File: config.mk
export PLATFORM = sky130hd
export DESIGN_NAME = alarm_trigger
export DESIGN_NICKNAME = d
export VERILOG_FILES = /design/src/rtl/alarm_trigger.sv
export SDC_FILE = /design/constraint.sdc
export NUM_CORES = 1
export LEC_CHECK = 0
export ABC_AREA = 1
export CAP_MARGIN = 20
export CORE_MARGIN = 4
export CORE_UTILIZATION = 44
export DETAILED_ROUTE_END_ITERATION = 16
export MAX_ROUTING_LAYER = met4
export PLACE_DENSITY = 0.87
export SYNTH_ARGS = -nofsm -noshare
export SYNTH_HDL_FRONTEND = slang
export SYNTH_SLANG_ARGS = --single-unit
File: constraint.sdc
create_clock -name MCLK -period 1.7 [get_ports MCLK]
set_clock_uncertainty 0.15 [all_clocks]
set_input_delay 0.425 -clock MCLK [delete_from_list [all_inputs] [get_ports MCLK]]
set_output_delay 0.425 -clock MCLK [all_outputs]
set_load 0.01 [all_outputs]
File: src/rtl/alarm_trigger.sv
// Alarm trigger: stores a validated alarm time, rings on the rising edge of a time match,
// and runs ring/snooze countdowns driven by the one-second tick.
module alarm_trigger #(
    parameter int RING_SEC   = 30,
    parameter int SNOOZE_SEC = 10,
    parameter int MAX_SNOOZE = 3
) (
    input  logic       MCLK,
    input  logic       RESET,
    input  logic       tick_1s,
    input  logic       alarm_en,
    input  logic       set_active,
    input  logic       commit,
    input  logic [3:0] alarm_min10,
    input  logic [3:0] alarm_min01,
    input  logic [3:0] alarm_sec10,
    input  logic [3:0] alarm_sec01,
    input  logic [3:0] cur_min10,
    input  logic [3:0] cur_min01,
    input  logic [3:0] cur_sec10,
    input  logic [3:0] cur_sec01,
    input  logic       snooze,
    input  logic       dismiss,
    output logic [1:0] state,
    output logic       ringing,
    output logic       buzzer,
    output logic [1:0] snooze_cnt,
    output logic [5:0] remain_sec,
    output logic       alarm_valid
);

    typedef enum logic [1:0] {
        S_IDLE   = 2'b00,
        S_ARMED  = 2'b01,
        S_RING   = 2'b10,
        S_SNOOZE = 2'b11
    } state_t;

    localparam logic [5:0] RING_V   = 6'(RING_SEC);
    localparam logic [5:0] SNOOZE_V = 6'(SNOOZE_SEC);
    localparam logic [1:0] MAX_V    = 2'(MAX_SNOOZE);

    state_t     st, st_nx;
    logic [3:0] a_m10, a_m01, a_s10, a_s01;
    logic [5:0] remain_nx;
    logic [1:0] cnt_nx;
    logic       buz_nx;
    logic       commit_ok, eq, eq_d, match, stop, in_alarm;

    assign commit_ok = commit && (alarm_min10 <= 4'd5) && (alarm_min01 <= 4'd9)
                              && (alarm_sec10 <= 4'd5) && (alarm_sec01 <= 4'd9);
    assign eq        = alarm_valid && (a_m10 == cur_min10) && (a_m01 == cur_min01)
                                   && (a_s10 == cur_sec10) && (a_s01 == cur_sec01);
    assign match     = eq && !eq_d;
    assign in_alarm  = (st == S_RING) || (st == S_SNOOZE);
    // A valid commit while the alarm is sounding doubles as a dismiss.
    assign stop      = dismiss || commit_ok;

    always_comb begin
        st_nx     = st;
        remain_nx = remain_sec;
        cnt_nx    = snooze_cnt;
        buz_nx    = buzzer;
        if (!alarm_en) begin
            st_nx     = S_IDLE;
            remain_nx = '0;
            cnt_nx    = '0;
            buz_nx    = 1'b0;
        end else begin
            case (st)
                S_IDLE: st_nx = S_ARMED;
                S_ARMED: begin
                    if (match && !set_active) begin
                        st_nx     = S_RING;
                        remain_nx = RING_V;
                        buz_nx    = 1'b1;
                    end
                end
                S_RING: begin
                    if (stop || (tick_1s && !snooze && remain_sec <= 6'd1)) begin
                        st_nx     = S_ARMED;
                        remain_nx = '0;
                        cnt_nx    = '0;
                        buz_nx    = 1'b0;
                    end else if (snooze) begin
                        // An exhausted snooze still swallows a coincident tick.
                        if (snooze_cnt < MAX_V) begin
                            st_nx     = S_SNOOZE;
                            remain_nx = SNOOZE_V;
                            cnt_nx    = snooze_cnt + 2'd1;
                            buz_nx    = 1'b0;
                        end
                    end else if (tick_1s) begin
                        remain_nx = remain_sec - 6'd1;
                        buz_nx    = !buzzer;
                    end
                end
                S_SNOOZE: begin
                    if (stop) begin
                        st_nx     = S_ARMED;
                        remain_nx = '0;
                        cnt_nx    = '0;
                        buz_nx    = 1'b0;
                    end else if (tick_1s && !snooze) begin
                        if (remain_sec <= 6'd1) begin
                            st_nx     = S_RING;
                            remain_nx = RING_V;
                            buz_nx    = 1'b1;
                        end else begin
                            remain_nx = remain_sec - 6'd1;
                        end
                    end
                end
                default: st_nx = S_IDLE;
            endcase
        end
    end

    always_ff @(posedge MCLK or negedge RESET) begin
        if (!RESET) begin
            st          <= S_IDLE;
            remain_sec  <= '0;
            snooze_cnt  <= '0;
            buzzer      <= 1'b0;
            alarm_valid <= 1'b0;
            a_m10       <= '0;
            a_m01       <= '0;
            a_s10       <= '0;
            a_s01       <= '0;
            eq_d        <= 1'b0;
        end else begin
            st         <= st_nx;
            remain_sec <= remain_nx;
            snooze_cnt <= cnt_nx;
            buzzer     <= buz_nx;
            if (commit_ok) begin
                a_m10       <= alarm_min10;
                a_m01       <= alarm_min01;
                a_s10       <= alarm_sec10;
                a_s01       <= alarm_sec01;
                alarm_valid <= 1'b1;
            end
            // Pre-set the edge detector so a commit-dismiss cannot retrigger on its own new value.
            eq_d <= (commit_ok && in_alarm) ? 1'b1 : eq;
        end
    end

    assign state   = st;
    assign ringing = (st == S_RING);

endmodule

=== Yosys cells after proc, flatten, opt, wreduce, memory -nomap -nowiden ===
Cells that the tools add are included.

* Multiplexer cells: 36
* Add/subtract/negate cells: 2
* Equal/unequal tests: 17
* Reductions and logical operators: 25
* Magnitude comparators: 6

{| class="wikitable"
|+ Operator list
! operator !! number
|-
| two-way mux 6 bit || 9
|-
| two-way mux 2 bit || 13
|-
| case mux 6 bit (3 select lines) || 1
|-
| equality test 4 bit || 4
|-
| logical AND 1 bit || 13
|-
| != test 4 x 3 -> 1 bit, second input constant || 3
|-
| two-way mux 1 bit || 10
|-
| AND reduction 5 bit || 2
|-
| <= comparator 4 x 3 -> 1 bit, second input constant || 2
|-
| <= comparator 4 bit, second input constant || 2
|-
| case mux 2 bit (4 select lines) || 1
|-
| <= comparator 6 x 1 -> 1 bit, second input constant || 1
|-
| != test 3 bit, second input constant || 2
|-
| AND reduction 6 bit || 1
|-
| subtractor 6 x 1 -> 6 bit, second input constant || 1
|-
| != test 5 x 3 -> 1 bit, second input constant || 1
|-
| != test 5 x 4 -> 1 bit, second input constant || 1
|-
| equality test 2 bit, second input constant || 2
|-
| zero test 1 bit || 4
|-
| != test 4 x 1 -> 1 bit, second input constant || 1
|-
| != test 4 x 2 -> 1 bit, second input constant || 1
|-
| case mux 2 bit (2 select lines) || 1
|-
| AND reduction 4 bit || 1
|-
| logical OR 1 bit || 3
|-
| 6 further kinds || 6
|}

* Output and inout bits: 13
* Input port bits: 40
* Register bits: 29

=== Longest topological paths before layout ===
* Depth in word-level cells: 10
* Depth in mapped cells: 13

=== Worst setup path before layout ===
Ideal clock, no wire load.

* Path type: register to register
* From: reg remain_sec[0]
* To: reg remain_sec[2]
* Library setup time: 0.118 ns
* Stages on the path, launching flop included: 14
* Setup slack: -0.119 ns
* Arrival time: 1.551 ns
* Buffers on the path: 0
* Path through: dfrtp_1 -> inv_1 -> ha_1 -> inv_1 -> nand2_1 -> nand4_2 -> nand3_2 -> nor2_4 -> nand2_2 -> nand2_4 -> nor2_4 -> nand2_4 -> nand2_1 -> nand2_1

* Longest elaborated chain between the ends: 6
* Elaborated cells on any way between the ends: 15

{| class="wikitable"
|+ RTL lines
! item !! line !! text
|-
| from (decl) || 28 || <nowiki>output logic [5:0] remain_sec,</nowiki>
|-
| from (signal assigned) || 133 || <nowiki>remain_sec <= remain_nx;</nowiki>
|-
| subtractor 6 x 1 -> 6 bit or <= comparator 6 x 1 -> 1 bit (tied branches) || - ||
|-
| two-way mux 6 bit, or another cell as far along || 105 || <nowiki>if (remain_sec <= 6'd1) begin</nowiki>
|-
| two-way mux 6 bit, or another cell as far along || 104 || <nowiki>end else if (tick_1s && !snooze) begin</nowiki>
|-
| two-way mux 6 bit, on equally long branches || 99, 80 ||
|-
| case mux 6 bit (3 select lines) || 70 || <nowiki>case (st)</nowiki>
|-
| two-way mux 6 bit || 64 || <nowiki>if (!alarm_en) begin</nowiki>
|}

Several ways; a longest one is shown, not always the timed one. The select of a mux whose other input is x is not followed.
A chain may end at the register's enable or synchronous reset.

=== Worst setup path after layout ===
* From: reg remain_sec[0]
* To: reg remain_sec[4]

Same word-level chain as after synthesis.

==> results <==
- The run finished, with violations left.
- The final reports fail on setup timing.
- The number of iterations in the first detailed-routing pass is 5.
- Power spread over the standard cell area amounts to 1120 nW/µm².
- The signal on the critical path passes through inv_2 -> ha_4 -> inv_2 -> nand2_4 -> nand4_4 -> nand3_4 -> nor2_4 -> nand2_4 -> nand2_4 -> nor2_4 -> nand2_4 -> nand2_1 -> nand2_1.
- Sorting the synthesized cells by how often they occur yields nand2_1 (97), inv_1 (41), nor2_1 (32).
- Broken down by cell family, the worst path's largest delay share belongs to simple AND/OR/NAND/NOR gates.
- In the final layout, the share of cells above drive strength 1 is 0.286.
- The critical path's most frequent cell is nand2_4.
- The leakage power total is 1.69 nW.
- The maximum clock rate is 0.532 GHz.
- The remaining max-slew budget at the tightest pin is 0.792.
- The pin count of the biggest net entering global routing is 30.
- After synthesis the netlist holds a flip-flop and latch count of 29.
- The number of sinks on the clock net is 29.
- The category of the worst setup path capture point is a flop.
- The number of pins with negative max-slew slack in the final report is 0.
- Across the VDD grid, the largest voltage drop is 0.000593 V.
- The width of the chip is 74.5 µm.
- Of all nets on the critical path, the largest fanout is 6.
- The internal power of the cells totals 0.00216 W.
- The worst setup slack for register-to-register paths is -0.18 ns.
- The startpoint of the lowest-slack hold path is alarm_valid.
- The clock transition at the register clock pins on the worst setup and hold paths after CTS is approximately 0.060 ns.
- The smallest setup slack after layout is -0.178 ns.
- The share of the clock period used by the worst path is 1.10.
- The via count of the first global-routing pass is 2186.
- Buffers inserted during clock tree synthesis total 5.
- Of the total power, the share spent switching nets is 0.374.
- The initial antenna violation count is 0.
- The total of buffers placed on input and output ports is between 50 and 60.
- The share of total power dissipated in the clock network is 0.217.
- The share of the Yosys chip area taken by registers is 0.373.
- The number of rows in the core area is 23.
- The clock tree synthesis step divided the H-tree into 2 levels.
- The number of hold buffers added after CTS is 0.
- The post-detailed-placement half-perimeter wirelength is 4140 µm.
- For this run the aggregate overflow at the end of global routing stands at 0.
- The initial utilization of the core area, before any placement, comes to 0.470.
- The residual DRC count is 0.
- The cell type with the largest total area after synthesis is dfrtp_1.
- The share of total power dissipated in combinational logic is 0.496.
- Counting flops with a built-in enable in the synthesized netlist gives 0.
- After detailed placement, the total cell area comes to 2790 µm².
- The number of diodes is 0.
- Setup violations remaining at the end of the flow were counted as 11.
- The first routing iteration left 200 violations.
- The total track usage is 0.234.
- The cell sitting at the root of the clock tree is a clkbuf_8.
- The placed cell count is 417.
- The cell area that synthesis handed to floorplanning was 1950 µm².
- The number of nets handed over by synthesis was 329.
- The peak per-stage delay on the critical path is 0.44 ns.
- The max-capacitance violation count is 0.
- The first global-routing pass estimated between 9000 and 10000 µm of wire.
- The count of endpoints failing hold in the final timing report is 0.
- The critical register-to-register path startpoint is remain_sec[0].
- The portion of total power attributed to sequential cells is 0.287.
- By area the synthesized netlist is led by dfrtp_1 (37%), nand2_1 (19%), inv_1 (7.9%).
- The boundary pin count is 53.
- In this run the power spent charging and discharging nets is 0.00130 W.
- The Yosys step of the flow raised 0 warnings.
- Data arrives at the worst endpoint at approximately 1.9 ns.
- The core outline area is between 4000 and 5000 µm².
- For this block, the routed nets add up to 5990 µm of wire.
- The worst hold path was traced through 2 stages.
- The detailed router placed 2213 vias in this run.
- Before CTS, the worst setup slack after placement is -0.646 ns.
- The final critical path time including I/O delays and setup is 1.88 ns.
- The number of distinct library cell variants in the gate-level netlist after synthesis is 28.
- The critical register-to-register path endpoint is remain_sec[4].
- The floorplan step defined a die boundary enclosing between 5000 and 6000 µm².
- The worst register-to-register path has a depth of 13.
- Each instance of the synthesized netlist takes up on average 6.81 µm².
- After detailed routing, the number of vias per cell comes to 4.97.
- In the final routed layout, each cell accounts on average for 13.5 µm.
- At the worst endpoint, the required time is 1.72 ns.
- Together, buffers and inverters on the worst path number 2.
- The standard cell with the maximum stage delay on the critical path is dfrtp_2.
- The CTS tree is yes.
- The actual slew at the worst max-slew pin is between 0.3 and 0.4 ns.
- By startpoint and endpoint, the worst setup path is classified as flop to flop.
- The final estimated routing congestion in global placement is 0.904.
- The path class of the tightest hold or removal check is flop to flop.
- In the synthesized netlist the dominant register cell turns out to be dfrtp_1.
- The non-filler instance count after layout is 445.
- Compared with the post-synthesis result, the final layout area differs by 59.2%.
- In the synthesized netlist the async set-or-reset flop fraction comes to 1.00.
- The worst hold path terminates at alarm_valid.
- Of the post-synthesis cell area, the dominant cell type holds 0.373.
- Setup repair after global routing could not meet its margin everywhere.
- The synthesized instance count is 286.
- The clock passes through at most 2 buffers.
- Once layout is done, the placed cells without fillers occupy 3100 µm².
- The most common cell in the synthesized netlist is nand2_1.
- STA classifies the critical path startpoint as a flop.
- The detail route stage leaves a number of antenna-violating nets equal to 0.
- The die extent in y is 74.5 µm.
- The final layout net count is 437.
- The clock latency at the later pin of the worst-skew pair is 0.28 ns.
[metal layers]
metal | up-vias | GRT usage | share of wire
li1 | 1108 | - | -
met5 | - | - | 0
met2 | 99 | 0.396 | 0.49
met3 | 20 | 0.0541 | 0.086
met1 | 986 | 0.273 | 0.40
met4 | 0 | 0.0751 | 0.024
[registers in the layout, indices dropped and copies added (netlist names)]
signal and count:
a_s10 4, buzzer 1, a_m01 4, state 2, snooze_cnt 2, alarm_valid 1, a_s01 4, eq_d 1
a_m10 4, remain_sec 6
[area by class of cell]
| class | instances | area, µm² |
|---|---|---|
| repair buffers | 105 | 878 |
| clock inverters | 1 | 30.0 |
| multi-input cells | 208 | 1150 |
| well taps | 50 | 62.6 |
| flip-flops and latches | 29 | 727 |
| inverters | 45 | 169 |
| fillers | 336 | 1040 |
| clock buffers | 7 | 86.3 |
[power groups by stage]
| stage | Clock (W) | Sequential, W | Combinational [W] |
|---|---|---|---|
| after floorplan | 0 | 0.00106 | 0.000763 |
| after global placement | 0 | 0.00100 | 0.00146 |
| after detailed placement | 0 | 0.00101 | 0.00149 |
| after CTS | 0.000762 | 0.000991 | 0.00158 |
| after global routing | 0.000794 | 0.00101 | 0.00188 |
| final | 0.000752 | 0.000994 | 0.00171 |
[what timing repair did]
action	in CTS	in global routing
setup buffers	15	5
gates cloned	0	0
pin swaps	37	11
resized for setup	76	17
endpoints found under the setup margin	38	17
[tightest hold or removal path, delay by kind of cell (launching register included)]
family	cells	cell delay (ns)
and+or+nand+nor	1	0.05
buffers and inverters	1	0.05
DFF	1	0.34
[worst max path at each step]
stage	from	end	slack [ns]	cells after the start
2_1_floorplan	remain_sec[1]	remain_sec[2]	-0.04	13
3_3_place_gp	alarm_sec01[1]	remain_sec[0]	-0.63	11
3_5_place_dp	alarm_sec01[1]	snooze_cnt[0]	-0.65	10
4_1_cts	remain_sec[1]	remain_sec[0]	-0.12	13
5_1_grt	remain_sec[1]	remain_sec[1]	-0.28	13
6_report	remain_sec[0]	remain_sec[4]	-0.18	13
[kinds of logic after synthesis]
group                      share of synthesized area
buffers and inverters                         0.0996
DFF                                            0.373
adders and majority gates                     0.0193
and+or+nand+nor                                0.408
AOI/OAI and AO/OA                             0.0643
xor gates and xnor gates                      0.0360
[cell usage in the layout (no fill, tap or decap), types with 2 or more instances in the layout]
cell / Yosys / routed
nand4_1: 9 / 9
xnor2_1: 6 / 5
xor2_1: 2 / 2
buf_6: 1 / 5
nor2_1: 32 / 29
dlygate4sd2_1: 0 / 37
dfrtp_1: 29 / 28
ha_4: 0 / 2
nor2_2: 5 / 7
nand3b_1: 2 / 2
nand2_2: 5 / 8
clkdlybuf4s15_1: 0 / 2
o21ai_1: 0 / 3
nand3_1: 16 / 14
inv_1: 41 / 32
buf_4: 0 / 47
o21ai_0: 15 / 11
clkdlybuf4s50_1: 0 / 8
nor2_4: 4 / 5
clkbuf_8: 0 / 6
nand2_1: 97 / 91
nand3_2: 1 / 2
nand2_4: 2 / 5
inv_2: 3 / 12
clkbuf_2: 0 / 4
a21oi_1: 3 / 3
[metrics by stage]
stage                     hold slack (ns)  total power, W   util  TNS [ns]
after floorplan                   -0.0206         0.00182      -    -0.207
after detailed placement            0.320         0.00250  0.673    -14.21
after CTS                           0.331         0.00333  0.735    -0.986
final                               0.326         0.00346  0.748     -1.52
after global placement              0.315         0.00247  0.673    -13.51
after global routing                0.333         0.00369  0.748     -2.60
(Power assumes the default switching activity.)
